### config.mk
export PLATFORM = sky130hd
export DESIGN_NAME = restoring_divider_4bit_flat
export DESIGN_NICKNAME = d
export VERILOG_FILES = /design/src/rtl/restoring_divider_pkg.sv /design/src/rtl/restoring_divider_4bit_if.sv /design/src/rtl/restoring_divider_4bit_trial_subtractor.sv /design/src/rtl/restoring_divider_4bit.sv /design/src/flat_wrapper.sv
export SDC_FILE = /design/constraint.sdc
export NUM_CORES = 1
export LEC_CHECK = 0
export BUFFER_PORTS_ARGS = -buffer_cell sky130_fd_sc_hd__buf_2
export CORE_MARGIN = 3
export CORE_UTILIZATION = 35
export DETAILED_ROUTE_END_ITERATION = 8
export PLACE_DENSITY = 0.58
export SLEW_MARGIN = 30
export SYNTH_ARGS = -nofsm -noshare
export SYNTH_HDL_FRONTEND = slang
export SYNTH_SLANG_ARGS = --single-unit
### constraint.sdc
create_clock -name clk -period 2.45 [get_ports clk]
set_input_delay 0.1225 -clock clk [delete_from_list [all_inputs] [get_ports clk]]
set_output_delay 0.1225 -clock clk [all_outputs]
set_load 0.01 [all_outputs]
### src/rtl/restoring_divider_pkg.sv
// Shared types and sizing for the sequential restoring divider.
// States, default operand width and the iteration-counter width helper.
package restoring_divider_pkg;

  typedef enum logic [1:0] {
    IDLE = 2'd0,
    RUN  = 2'd1,
    DONE = 2'd2
  } state_e;

  localparam int DEFAULT_WIDTH = 4;

  // Counter must hold the value WIDTH, hence the +1.
  function automatic int count_width(input int w);
    return $clog2(w + 1);
  endfunction

endpackage

### src/rtl/restoring_divider_4bit_if.sv
// Start/done request bus between a driver (master) and the divider (slave).
// Operands travel with start; results, busy, done and div_by_zero come back.
interface restoring_divider_4bit_if
  import restoring_divider_pkg::*;
#(
  parameter int WIDTH = DEFAULT_WIDTH
);
  logic             start;
  logic [WIDTH-1:0] dividend;
  logic [WIDTH-1:0] divisor;
  logic [WIDTH-1:0] quotient;
  logic [WIDTH-1:0] remainder;
  logic             busy;
  logic             done;
  logic             div_by_zero;

  modport master (
    output start, dividend, divisor,
    input  quotient, remainder, busy, done, div_by_zero
  );

  modport slave (
    input  start, dividend, divisor,
    output quotient, remainder, busy, done, div_by_zero
  );
endinterface

### src/rtl/restoring_divider_4bit_trial_subtractor.sv
// Combinational W-bit ripple subtractor (a + ~b + 1); zero latency, no handshake.
// borrow is the inverted carry out, i.e. set when a < b.
module trial_subtractor #(
  parameter int W = 5
) (
  input  logic [W-1:0] a_dat,
  input  logic [W-1:0] b_dat,
  output logic [W-1:0] diff_dat,
  output logic         borrow
);

  logic carry;

  always_comb begin
    carry    = 1'b1;
    diff_dat = '0;
    for (int i = 0; i < W; i++) begin
      diff_dat[i] = a_dat[i] ^ ~b_dat[i] ^ carry;
      carry       = (a_dat[i] & ~b_dat[i]) | (carry & (a_dat[i] ^ ~b_dat[i]));
    end
    borrow = ~carry;
  end

endmodule

### src/rtl/restoring_divider_4bit.sv
// Unsigned restoring divider, one trial subtraction per clock: WIDTH+1 cycles per op.
// start is ignored while busy (no queuing); divide-by-zero completes in one cycle.
module restoring_divider_4bit
  import restoring_divider_pkg::*;
#(
  parameter int WIDTH = DEFAULT_WIDTH
) (
  input logic                     clk,
  input logic                     reset,
  restoring_divider_4bit_if.slave bus
);

  localparam int CW = count_width(WIDTH);

  state_e           state_q, state_d;
  logic [WIDTH-1:0] r_q, r_d;
  logic [WIDTH-1:0] q_q, q_d;
  logic [WIDTH-1:0] dvs_q, dvs_d;
  logic [WIDTH-1:0] quo_q, quo_d;
  logic [WIDTH-1:0] rem_q, rem_d;
  logic [CW-1:0]    count_q, count_d;
  logic             dbz_q, dbz_d;

  logic [WIDTH-1:0] r_shift;
  logic [WIDTH-1:0] r_next;
  logic [WIDTH-1:0] q_next;
  logic [WIDTH:0]   trial;
  logic             borrow;

  assign r_shift = {r_q[WIDTH-2:0], q_q[WIDTH-1]};

  trial_subtractor #(.W(WIDTH + 1)) u_trial (
    .a_dat    ({1'b0, r_shift}),
    .b_dat    ({1'b0, dvs_q}),
    .diff_dat (trial),
    .borrow   (borrow)
  );

  always_comb begin
    r_next = r_shift;
    q_next = {q_q[WIDTH-2:0], 1'b0};
    if (!borrow) begin
      r_next = trial[WIDTH-1:0];
      q_next = {q_q[WIDTH-2:0], 1'b1};
    end
  end

  always_comb begin
    state_d = state_q;
    r_d     = r_q;
    q_d     = q_q;
    dvs_d   = dvs_q;
    quo_d   = quo_q;
    rem_d   = rem_q;
    count_d = count_q;
    dbz_d   = dbz_q;
    case (state_q)
      IDLE, DONE: begin
        if (bus.start) begin
          dvs_d = bus.divisor;
          if (bus.divisor != '0) begin
            r_d     = '0;
            q_d     = bus.dividend;
            count_d = '0;
            dbz_d   = 1'b0;
            state_d = RUN;
          end else begin
            quo_d   = '1;
            rem_d   = bus.dividend;
            dbz_d   = 1'b1;
            state_d = DONE;
          end
        end else begin
          state_d = IDLE;
        end
      end
      RUN: begin
        r_d     = r_next;
        q_d     = q_next;
        count_d = count_q + CW'(1);
        // Last iteration: publish the freshly computed Q/R directly.
        if (count_q == CW'(WIDTH - 1)) begin
          quo_d   = q_next;
          rem_d   = r_next;
          state_d = DONE;
        end
      end
      default: state_d = IDLE;
    endcase
  end

  always_ff @(posedge clk) begin
    if (reset) begin
      state_q <= IDLE;
      r_q     <= '0;
      q_q     <= '0;
      dvs_q   <= '0;
      quo_q   <= '0;
      rem_q   <= '0;
      count_q <= '0;
      dbz_q   <= 1'b0;
    end else begin
      state_q <= state_d;
      r_q     <= r_d;
      q_q     <= q_d;
      dvs_q   <= dvs_d;
      quo_q   <= quo_d;
      rem_q   <= rem_d;
      count_q <= count_d;
      dbz_q   <= dbz_d;
    end
  end

  assign bus.quotient    = quo_q;
  assign bus.remainder   = rem_q;
  assign bus.busy        = (state_q == RUN);
  assign bus.done        = (state_q == DONE);
  assign bus.div_by_zero = dbz_q;

endmodule
### src/flat_wrapper.sv
// flat-port wrapper written by rule: the top's interface ports become plain ports
module restoring_divider_4bit_flat import restoring_divider_pkg::*;
#(
  parameter int WIDTH = DEFAULT_WIDTH
)
  (clk, reset, bus_start, bus_dividend, bus_divisor, bus_quotient, bus_remainder, bus_busy, bus_done, bus_div_by_zero);
  restoring_divider_4bit_if #(.WIDTH(WIDTH)) bus_i ();
  input logic clk;
  input logic reset;
  input wire logic [$bits(bus_i.start)-1:0] bus_start;
  input wire logic [$bits(bus_i.dividend)-1:0] bus_dividend;
  input wire logic [$bits(bus_i.divisor)-1:0] bus_divisor;
  output wire logic [$bits(bus_i.quotient)-1:0] bus_quotient;
  output wire logic [$bits(bus_i.remainder)-1:0] bus_remainder;
  output wire logic [$bits(bus_i.busy)-1:0] bus_busy;
  output wire logic [$bits(bus_i.done)-1:0] bus_done;
  output wire logic [$bits(bus_i.div_by_zero)-1:0] bus_div_by_zero;
  assign bus_i.start = bus_start;
  assign bus_i.dividend = bus_dividend;
  assign bus_i.divisor = bus_divisor;
  assign bus_quotient = bus_i.quotient;
  assign bus_remainder = bus_i.remainder;
  assign bus_busy = bus_i.busy;
  assign bus_done = bus_i.done;
  assign bus_div_by_zero = bus_i.div_by_zero;
  restoring_divider_4bit #(.WIDTH(WIDTH)) u_core (.clk(clk), .reset(reset), .bus(bus_i));
endmodule
After elaboration in Yosys (flattened, before gate mapping)
Index checks and enable logic that the tools add are counted.
W data, S select, Z words.
- flip-flop bits (word level): 25
- input bits: 11
- output and inout bits: 11
- word-level logic and storage cells: 70
- add/sub/neg operators: 1
- eq/ne operators: 7
- muxes and demuxes: 24
- bitwise logic cells: 23
- reduce and logical (&&, ||, !) cells: 7
- operators with widths (kind ; count):
    $mux W4 ; 9
    $pmux W4 S2 ; 3
    $mux W3 ; 4
    $pmux W3 S2 ; 2
    $and A1 B1 Y1 ; 7
    $xor A1 B1 Y1 ; 7
    $mux W2 ; 3
    $not A1 Y1 ; 5
    $ne A2 B1 Y1 const B ; 2
    $ne A2 B2 Y1 const B ; 2
    $or A1 B1 Y1 ; 4
    $pmux W2 S2 ; 1
    $reduce_and A4 Y1 ; 1
    $reduce_bool A4 Y1 ; 1
    $add A3 B1 Y3 const B ; 1
    $eq A3 B2 Y1 const B ; 1
    $reduce_and A3 Y1 ; 1
    $eq A2 B1 Y1 const B ; 1
    $eq A2 B2 Y1 const B ; 1
    $logic_not A2 Y1 ; 1
    $mux W1 ; 2
    $reduce_and A2 Y1 ; 1
    $reduce_bool A2 Y1 ; 1
    $reduce_or A2 Y1 ; 1

Longest topological paths before layout
Gate-level depths: netlist of run 1.
- depth in word-level cells: 12
- mapped depth: 13
- mapped depth without buffers: 12

By module
A second synthesis of run 1 with hierarchy kept.
- cell total of the unflattened synthesis: 149
- area total of the unflattened synthesis: 1266.2 µm²
- by module, submodules not included (module ; times used ; cells each ; area each (µm²) ; seq. area each (µm²)):
    restoring_divider_4bit ; 1 ; 134 ; 1136.1 ; 500.5
    trial_subtractor ; 1 ; 15 ; 130.1 ; 0.0

Worst setup path before layout of run 1
OpenSTA, ideal clock, no wires.
- kind: register -> register
- start: register u_core.q_q[3]
- end: register u_core.rem_q[1] (netlist: u_core.bus.remainder[1])
- library setup time: 122 ps
- data arrival time: 2213 ps
- data required time: 2328 ps
- path slack: 115 ps
- cell stages (with the launch flop): 13
- path buffers: 1
- period minus slack after synthesis: 2335 ps
- cell sequence: dfxtp_1 inv_1 ha_1 inv_1 fa_1 inv_1 fa_1 inv_1 fa_1 clkbuf_1 mux2i_1 nor2b_1 a221o_1
- cells in the longest elaborated chain, start to end: 11
- elaborated cells between the ends (all ways): 13
- those cells by class: mux: 3; bitwise: 10
- RTL lines (what ; line ; RTL):
    from (decl) ; restoring_divider_4bit.sv:17 ; logic [WIDTH-1:0] q_q, q_d;
    from (signal assigned) ; restoring_divider_4bit.sv:105 ; q_q <= q_d;
    $and A1 B1 Y1 or $xor A1 B1 Y1 (tied branches) ; restoring_divider_4bit_trial_subtractor.sv:19 ; carry = (a_dat[i] & ~b_dat[i]) | (carry & (a_dat[i] ^ ~b_dat[i]));
    $or A1 B1 Y1 (*) ; restoring_divider_4bit_trial_subtractor.sv:19 ;
    $and A1 B1 Y1 ; restoring_divider_4bit_trial_subtractor.sv:19 ;
    $or A1 B1 Y1 ; restoring_divider_4bit_trial_subtractor.sv:19 ;
    $and A1 B1 Y1 ; restoring_divider_4bit_trial_subtractor.sv:19 ;
    $or A1 B1 Y1 ; restoring_divider_4bit_trial_subtractor.sv:19 ;
    $and A1 B1 Y1 ; restoring_divider_4bit_trial_subtractor.sv:19 ;
    $or A1 B1 Y1 ; restoring_divider_4bit_trial_subtractor.sv:19 ;
    $mux W4 (*) ; restoring_divider_4bit.sv:42 ; if (!borrow) begin
    $mux W4 (*) ; restoring_divider_4bit.sv:82 ; if (count_q == CW'(WIDTH - 1)) begin
    $pmux W4 S2 (*) ; restoring_divider_4bit.sv:57 ; case (state_q)
    to (signal assigned) ; restoring_divider_4bit.sv:108 ; rem_q <= rem_d;
    to (decl) ; restoring_divider_4bit.sv:20 ; logic [WIDTH-1:0] rem_q, rem_d;
Every way passes the cells marked *; elsewhere a longest branch is shown, timed or not. The select of a mux whose other input is x is not followed.
A chain may end at the register's enable or synchronous reset.

Worst setup path after layout of run 1
- start: register u_core.q_q[3]
- end: register u_core.rem_q[3] (netlist: u_core.bus.remainder[3])
- cells in the longest elaborated chain, start to end: 11
- elaborated cells between the ends (all ways): 13
- those cells by class: mux: 3; bitwise: 10
- RTL lines (what ; line):
    $and A1 B1 Y1 or $xor A1 B1 Y1 (tied branches) ; restoring_divider_4bit_trial_subtractor.sv:19
    $or A1 B1 Y1 (*) ; restoring_divider_4bit_trial_subtractor.sv:19
    $and A1 B1 Y1 (*) ; restoring_divider_4bit_trial_subtractor.sv:19
    $or A1 B1 Y1 (*) ; restoring_divider_4bit_trial_subtractor.sv:19
    $and A1 B1 Y1 (*) ; restoring_divider_4bit_trial_subtractor.sv:19
    $or A1 B1 Y1 (*) ; restoring_divider_4bit_trial_subtractor.sv:19
    $and A1 B1 Y1 ; restoring_divider_4bit_trial_subtractor.sv:19
    $or A1 B1 Y1 ; restoring_divider_4bit_trial_subtractor.sv:19
    $mux W4 (*) ; restoring_divider_4bit.sv:42
    $mux W4 (*) ; restoring_divider_4bit.sv:82
    $pmux W4 S2 (*) ; restoring_divider_4bit.sv:57
Marked as above.

==> results.toml, run 1 <==
[outcome]
outcome = "finished, final reports clean"

[timing]
min_period_ns = 2.34
fmax_ghz = 0.427
setup_slack_ns = 0.107
worst_pin_slew_ns = 0.568
finalMaxSlewViolations = 0
hold_viol = 0
finalSetupViolCount = 0
max-slew-margin-rel_pct = 62.1
fin_crit_sh_pct = 95.6
rsz0062_at_grt = "yes"
fin_skew_ns = 0.00809

[grt]
grtUsageTotal_pct = 13.9
grt_max_degree = 27
grt_pass1_vias = 992
gr-total-overflow = 0
antenna_found_initial = 0
grt_pass1_wl_mm = 4.52

[placement]
placed_cells = 202
dpl.hpwl_mm = 1.96
portBuffers = 21
pre_cts_ws_ns = 0.0412
place_congestion = 0.875

[logic_synthesis]
synthXorXnorAreaFrac_pct = 0
yosys_warnings = 0
syn-num-nets = 160
syn_inst = 143
yosys.area_share.simple_pct = 24.8
ys_types = 30
synthAdderAreaFrac_pct = 8.18
yosysTopAreaCell = "dfxtp_1"
syn_area_um2 = 1190
synth_mux_area_share_pct = 4.30
synth_compound_area_share_pct = 15.0
netlist.area_leader.share_pct = 41.9
ys_ff_latch = 25
syn-mean-instance-area_um2 = 8.35
netlist_top_cells_area = "dfxtp_1 42%, nor2_1 6.9%, a21oi_1 5.5%"
yosysSeqAreaShare_pct = 41.9
synth_top_family_by_area = "simple AND/OR/NAND/NOR gates"

[clock_tree]
cts_buffers = 3
clock-root-buffer = "clkbuf_4"
h-tree-depth = 1
cts_tree = "yes"
cts_max_path_buffers = 2
clk_latency_ns = 0.33
post_cts_buffers = 0
hold_buffers = 0
clock_sinks = 25
clk_pin_slew_ns = 0.14

[worst_setup_path]
critical_path_arrival_ns = 2.56
worstPathMaxFanout = 6
cp.required_ns = 2.66
crit_path_end_kind = "flop"
crit_type = "flop to flop"
start_kind = "flop"

[detailed_routing]
finalWirelength_mm = 2.57
via_count = 1019
drt-pass1-iter-count = 4
wire_per_inst_um = 12.5
ant_nets = 0
wl_met1_mm = 1.26
vias_per_cell = 4.95
top_layer = "met4"
met2_length_mm = 1.16
drcViolationCount = 0
wl_met3_um = 110
initialDrtViolationCount = 20

[power_and_ir_drop]
p_per_area_nw_per_um2 = 580
peakVddDrop_v = 0.000183
p_leak_nw = 0.573

[finish]
mostFrequentLayoutCell = "dfxtp_1"
final_cell_mix = "23 x dfxtp_1, 22 x nor2_1, 21 x buf_2"
fin_util_pct = 43.9
nFillCells = 337
final_nets = 180
stdcell_count = 206
area_growth_pct = 15.9
drive_gt1_share_pct = 25.3
n_antenna_cell = 0

[floorplan]
start_util_pct = 37.9
rows = 20
io-pin-count = 22
die_w_um = 64.4
core_area_um2 = 3150
die_h_um = 64.4
dieArea_um2 = 4150

[hold_path]
hp-class = "input pin to flop"

[job]
drv_cap = 0
through the flow:
stage	TNS [ns]	total power [mW]	hold WS, ns	area, um2
final	0	0.802	0.0359	1380
after global routing	-0.0221	0.858	0.0532	1380
after CTS	0	0.799	0.0400	1370
after detailed placement	0	0.609	0.398	1340
after global placement	0	0.606	0.383	1340
after floorplan	0	0.561	0.258	1190
area by class of cell:
type	instances	area, um2	share of cell area (%)
multi-input cells	100	638	46.1
flip-flops and latches	25	503	36.3
repair buffers	23	120	8.68
well taps	44	55.1	3.98
inverters	10	37.5	2.71
clock buffers	3	22.5	1.63
clock inverters	1	7.51	0.542
critical path: stages (launching register included):
cell and delay [ns]:
dfxtp_2 0.35, inv_2 0.05, ha_2 0.15, inv_1 0.04
fa_2 0.33, inv_2 0.06, fa_2 0.19, inv_2 0.04
fa_2 0.44, buf_4 0.18, mux2i_1 0.16, nand2_1 0.07
o211ai_1 0.08, a21oi_1 0.09
power breakdown:
part | switching (mW) | internal [mW]
clock | 0.128 | 0.0625
combinational | 0.0945 | 0.0686
sequential | 0.0178 | 0.430
layer usage:
layer / GRT usage [%] / vias to the layer above
met5: 0 / -
met4: 5.54 / 0
met3: 2.11 / 5
met2: 22.0 / 23
met1: 19.0 / 465
li1: - / 526
worst paths after layout:
kind / from / end / slack (ns) / cells past startpoint
worst max-delay path: u_core.q_q[3] / u_core.bus.remainder[3] / 0.11 / 13
worst min-delay path: bus_divisor[0] / u_core.dvs_q[0] / 0.04 / 3
worst max register to register: u_core.q_q[3] / u_core.bus.remainder[3] / 0.11 / 13
worst min register to register: u_core.dvs_q[3] / u_core.dvs_q[3] / 0.47 / 2
Yosys cell counts (all sizes together):
master and count:
a211oi 8, a21oi 13, a221o 1, a31oi 2
and3b 1, buf 2, clkbuf 6, dfxtp 25
fa 3, ha 3, inv 10, mux2 1
mux2i 4, nand2 12, nand2b 2, nand3 1
nand3b 1, nor2 23, nor2b 5, nor3 12
nor3b 1, nor4 1, o211ai 1, o21ai 4
or4 1
what timing repair did:
action,4_1_cts,5_1_grt
hold endpoints to repair,0,0
setup endpoints to repair,0,6
gates resized for setup,0,10
flip-flops by register name (all words and copies together), names as in the netlist:
name	flops
u_core.q_q	4
u_core.count_q	3
u_core.r_q	3
u_core.state_q	2
u_core.dvs_q	4
u_core.bus.div_by_zero	1
u_core.bus.quotient	4
u_core.bus.remainder	4
logic make-up after synthesis:
kind of cell | after synthesis
and+or+nand+nor | 60
muxes | 5
adders and majority gates | 6
buffers and inverters | 18
DFF | 25
AOI/OAI and AO/OA | 29
Power figures use the tool's default switching activity.
==> run 2, diff against run 1 <==
--- a/config.mk
+++ b/config.mk
@@ -9,7 +9,8 @@
 export CORE_MARGIN = 3
 export CORE_UTILIZATION = 35
 export DETAILED_ROUTE_END_ITERATION = 8
-export PLACE_DENSITY = 0.58
+export PLACE_DENSITY = 0.66
+export RECOVER_POWER = 50
 export SLEW_MARGIN = 30
 export SYNTH_ARGS = -nofsm -noshare
 export SYNTH_HDL_FRONTEND = slang
==> run 2 against run 1 <==
Sequential cell count unchanged. Worst hold slack improved by 0.0063 ns. Via count increased by 0.88%. Largest power group unchanged. Highest routed layer unchanged.
==> results.toml, run 2 (synthesis results as in run 1) <==
[clock_tree]
cts_tree = "yes"
clk_pin_slew_ns = 0.13
clk_latency_ns = 0.32
hold_buffers = 0
h-tree-depth = 1
clock-root-buffer = "clkbuf_4"
cts_buffers = 3
cts_max_path_buffers = 2
clock_sinks = 25

[power_and_ir_drop]
p_leak_nw = 0.537
peakVddDrop_v = 0.000212
p_per_area_nw_per_um2 = 585
p_total_mw = 0.806

[detailed_routing]
initialDrtViolationCount = 33
via_count = 1028
vias_per_cell = 4.97
drcViolationCount = 0
drt-pass1-iter-count = 4
ant_nets = 0
finalWirelength_mm = 2.70
wire_per_inst_um = 13.0

[timing]
rsz0062_at_grt = "no"
min_period_ns = 2.36
fin_crit_sh_pct = 96.2
hold_viol = 0
max-slew-margin-rel_pct = 60.4
worst_pin_slew_ns = 0.588
finalSetupViolCount = 0
finalMaxSlewViolations = 0
fin_skew_ns = 0.00713
fmax_ghz = 0.424
tns_ns = 0

[floorplan]
rows = 20
die_w_um = 64.4
start_util_pct = 37.9
dieArea_um2 = 4150
die_h_um = 64.4
io-pin-count = 22
core_area_um2 = 3150

[finish]
area_growth_pct = 15.4
drive_gt1_share_pct = 17.8
n_antenna_cell = 0
final_nets = 181
mostFrequentLayoutCell = "dfxtp_1"
nFillCells = 329
final_cell_mix = "24 x dfxtp_1, 23 x nor2_1, 13 x a21oi_1"
fin_util_pct = 43.7

[hold_path]
min_from = "bus_divisor[0]"
hp-class = "input pin to flop"

[grt]
grt_max_degree = 27
grt_pass1_wl_mm = 4.69
grtUsageTotal_pct = 14.3
grt_pass1_vias = 1019
gr-total-overflow = 0
antenna_found_initial = 0

[outcome]
outcome = "finished, final reports clean"

[worst_setup_path]
crit_type = "flop to flop"
cp.required_ns = 2.68
crit_path_end_kind = "flop"
r2r_start = "u_core.dvs_q[0]"
crit_start = "u_core.dvs_q[0]"
worstPathMaxFanout = 6
start_kind = "flop"
critical_path_arrival_ns = 2.58

[placement]
dpl.hpwl_mm = 2.05
portBuffers = 21
place_congestion = 0.920

[job]
drv_cap = 0
## run 2: worst paths after layout
check	endpoint	slack, ns	cells after the start
hold / removal	u_core.dvs_q[0]	0.04	3
setup reg to reg	u_core.bus.remainder[1]	0.09	10
hold reg to reg	u_core.dvs_q[3]	0.47	2
setup / recovery	u_core.bus.remainder[1]	0.09	10
## run 2: final cells by class
cell class | count | area, um2 | share of cell area, %
clock buffer | 4 | 26.3 | 1.91
inverter | 10 | 37.5 | 2.72
multi-input combinational | 100 | 638 | 46.3
sequential | 25 | 502 | 36.4
tap | 44 | 55.1 | 4.00
timing repair buffer | 24 | 119 | 8.63
## run 2: metrics by stage
stage / hold WS, ns / cells / instance area (um2) / setup slack (ns)
2_1_floorplan: 0.258 / 143 / 1190 / 0.115
3_3_place_gp: 0.385 / 202 / 1340 / 0.140
3_5_place_dp: 0.394 / 202 / 1340 / 0.0219
4_1_cts: 0.0246 / 206 / 1370 / 0.0903
5_1_grt: 0.0330 / 207 / 1380 / 0.000462
6_report: 0.0422 / 207 / 1380 / 0.0929
## run 2: power breakdown
part,total (mW),switching (mW),internal [mW]
Clock,0.185,0.121,0.0639
Sequential,0.449,0.0185,0.430
Combinational,0.173,0.0975,0.0752
Total,0.806,0.237,0.569
## run 2: layer usage
metal | global-route usage [%] | wire [um] | up-vias
li1 | - | - | 523
met1 | 19.3 | 1260 | 472
met2 | 21.6 | 1220 | 28
met3 | 3.51 | 168 | 5
met4 | 6.33 | 54 | 0
met5 | 0 | 0 | -
## run 2: worst max-delay path, cell delays in order (launching register included)
cell	delay, ns
dfxtp_1	0.40
ha_4	0.14
inv_1	0.04
fa_2	0.33
inv_2	0.06
fa_2	0.18
inv_2	0.04
fa_2	0.45
mux2i_2	0.22
nor2b_1	0.07
a221o_1	0.32
## run 2: repair_timing
item	CTS	global route
buffers inserted	0	1
endpoints found under the setup margin	1	2
pin swaps	0	3
resized for setup	1	11
==> run 3, diff against run 2 <==
--- a/config.mk
+++ b/config.mk
@@ -6,10 +6,10 @@
 export NUM_CORES = 1
 export LEC_CHECK = 0
 export BUFFER_PORTS_ARGS = -buffer_cell sky130_fd_sc_hd__buf_2
-export CORE_MARGIN = 3
-export CORE_UTILIZATION = 35
+export CORE_MARGIN = 2
+export CORE_UTILIZATION = 48
 export DETAILED_ROUTE_END_ITERATION = 8
-export PLACE_DENSITY = 0.66
+export PLACE_DENSITY = 0.83
 export RECOVER_POWER = 50
 export SLEW_MARGIN = 30
 export SYNTH_ARGS = -nofsm -noshare
==> run 3 against run 2 <==
Largest cell class unchanged. Sequential cell count unchanged. Critical path depth increased by 1. First-iteration DRC count decreased by 30%. Worst hold slack about the same.
==> results.toml, run 3 (synthesis results as in run 1) <==
[outcome]
outcome = "finished, final reports clean"

[timing]
fmax_ghz = 0.422
fin_crit_sh_pct = 96.7
max-slew-margin-rel_pct = 54.9
fin_skew_ns = 0.00883
tns_ns = 0
setup_slack_ns = 0.0801
worst_pin_slew_ns = 0.676
rsz0062_at_grt = "yes"
finalSetupViolCount = 0
min_period_ns = 2.37
hold_ws_ns = 0.0419
finalMaxSlewViolations = 0
hold_viol = 0

[worst_setup_path]
cp.required_ns = 2.68
crit_path_end_kind = "flop"
r2r_start = "u_core.q_q[3]"
critical_path_arrival_ns = 2.60
cp_slowest_stage_delay_ns = 0.40
worstPathMaxFanout = 6
slowest_stage = "fa_2"
r2r-end = "u_core.bus.remainder[1]"
crit_type = "flop to flop"
crit_start = "u_core.q_q[3]"
reg2reg_setup_slack_ns = 0.08
cpMostUsedCell = "inv_1"
cp_num_buf_inv = 4
r2r_cells = 11
path_cells = "inv_1 -> ha_1 -> inv_1 -> fa_1 -> inv_1 -> fa_1 -> inv_1 -> fa_2 -> mux2i_1 -> nor2b_1 -> a221o_1"
cp_top_family = "adder cells"
start_kind = "flop"

[power_and_ir_drop]
p_per_area_nw_per_um2 = 593
p_leak_nw = 0.543
peakVddDrop_v = 0.000364

[floorplan]
dieArea_um2 = 2900
die_h_um = 53.9
rows = 18
core_area_um2 = 2410
start_util_pct = 49.5
die_w_um = 53.9
io-pin-count = 22

[detailed_routing]
ant_nets = 0
vias_per_cell = 5.46
drcViolationCount = 0
wire_per_inst_um = 13.1
drt-pass1-iter-count = 4
via_count = 1048
finalWirelength_mm = 2.52
initialDrtViolationCount = 23

[clock_tree]
h-tree-depth = 1
cts_buffers = 3
clock-root-buffer = "clkbuf_4"
cts_max_path_buffers = 2
clock_sinks = 25
clk_pin_slew_ns = 0.12
clk_latency_ns = 0.33
hold_buffers = 0
cts_tree = "yes"

[finish]
nFillCells = 233
area_growth_pct = 11.9
n_antenna_cell = 0
final_cell_mix = "24 x dfxtp_1, 23 x nor2_1, 13 x a21oi_1"
mostFrequentLayoutCell = "dfxtp_1"
final_nets = 180
drive_gt1_share_pct = 14.2
design_area_um2 = 1340

[grt]
grt_pass1_vias = 964
grt_pass1_wl_mm = 4.29
gr-total-overflow = 0
antenna_found_initial = 0
grt_max_degree = 27
grtUsageTotal_pct = 20.8

[job]
drv_cap = 0

[hold_path]
hp-class = "input pin to flop"
min_from = "bus_divisor[1]"
hold_depth = 3
holdPathEnd = "u_core.dvs_q[1]"

[placement]
dpl.hpwl_mm = 1.88
place_congestion = 0.837
portBuffers = 21
dpl_cell_area_um2 = 1320
pre_cts_ws_ns = 0.0181
## run 3: cell types whose count changed in the layout (fill, tap and decap cells not counted), sizes merged
cell / before / now
buf: 14 / 13
clkbuf: 14 / 13
clkinv: 0 / 1
## run 3: worst register-to-register path, cell delays in order, from the launching register on
cell and delay (ns):
dfxtp_2 0.34, inv_1 0.06, ha_1 0.14, inv_1 0.05
fa_1 0.35, inv_1 0.07, fa_1 0.17, inv_1 0.06
fa_2 0.40, mux2i_1 0.22, nor2b_1 0.07, a221o_1 0.34
## run 3: power breakdown
group	internal, mW	switching, mW	leakage, nW
Sequential	0.430	0.0169	0.204
Combinational	0.0645	0.0952	0.321
Clock	0.0614	0.125	0.0177
Total	0.556	0.237	0.543
## run 3: layout make-up
cell class | count | area (um2) | area share (%)
flip-flops and latches | 25 | 502 | 37.5
clock inverters | 1 | 5.00 | 0.375
multi-input cells | 100 | 624 | 46.7
repair buffers | 23 | 108 | 8.05
well taps | 30 | 37.5 | 2.81
clock buffers | 3 | 22.5 | 1.69
inverters | 10 | 37.5 | 2.81
## run 3: how the worst max path moves through the flow
| stage | slack, ns | cells after the start | end |
|---|---|---|---|
| after global placement | 0.15 | 11 | u_core.bus.remainder[1] |
| after detailed placement | 0.02 | 11 | u_core.bus.remainder[1] |
| final | 0.08 | 11 | u_core.bus.remainder[1] |
| after floorplan | 0.12 | 12 | u_core.bus.remainder[1] |
| after CTS | 0.09 | 11 | u_core.bus.remainder[1] |
| after global routing | -0.02 | 11 | u_core.bus.remainder[1] |
## run 3: timing repair
| item | in CTS | in global routing |
|---|---|---|
| resized for setup | 1 | 2 |
| buffers inserted | 0 | 0 |
| setup endpoints to repair | 1 | 3 |
## run 3: routing by layer
metal | up-vias | wire length, um | track usage [%]
met3 | 5 | 111 | 3.33
met4 | 0 | 54 | 11.5
met1 | 496 | 1140 | 27.5
met2 | 22 | 1210 | 32.1
li1 | 525 | - | -
met5 | - | 0 | 0
## run 3: metrics by stage
stage                     cells  util, %  power, mW
after floorplan             143        -      0.561
after global placement      188     54.8      0.602
after detailed placement    188     54.8      0.611
after CTS                   192     56.0      0.798
after global routing        192     55.5      0.837
final                       192     55.5      0.793
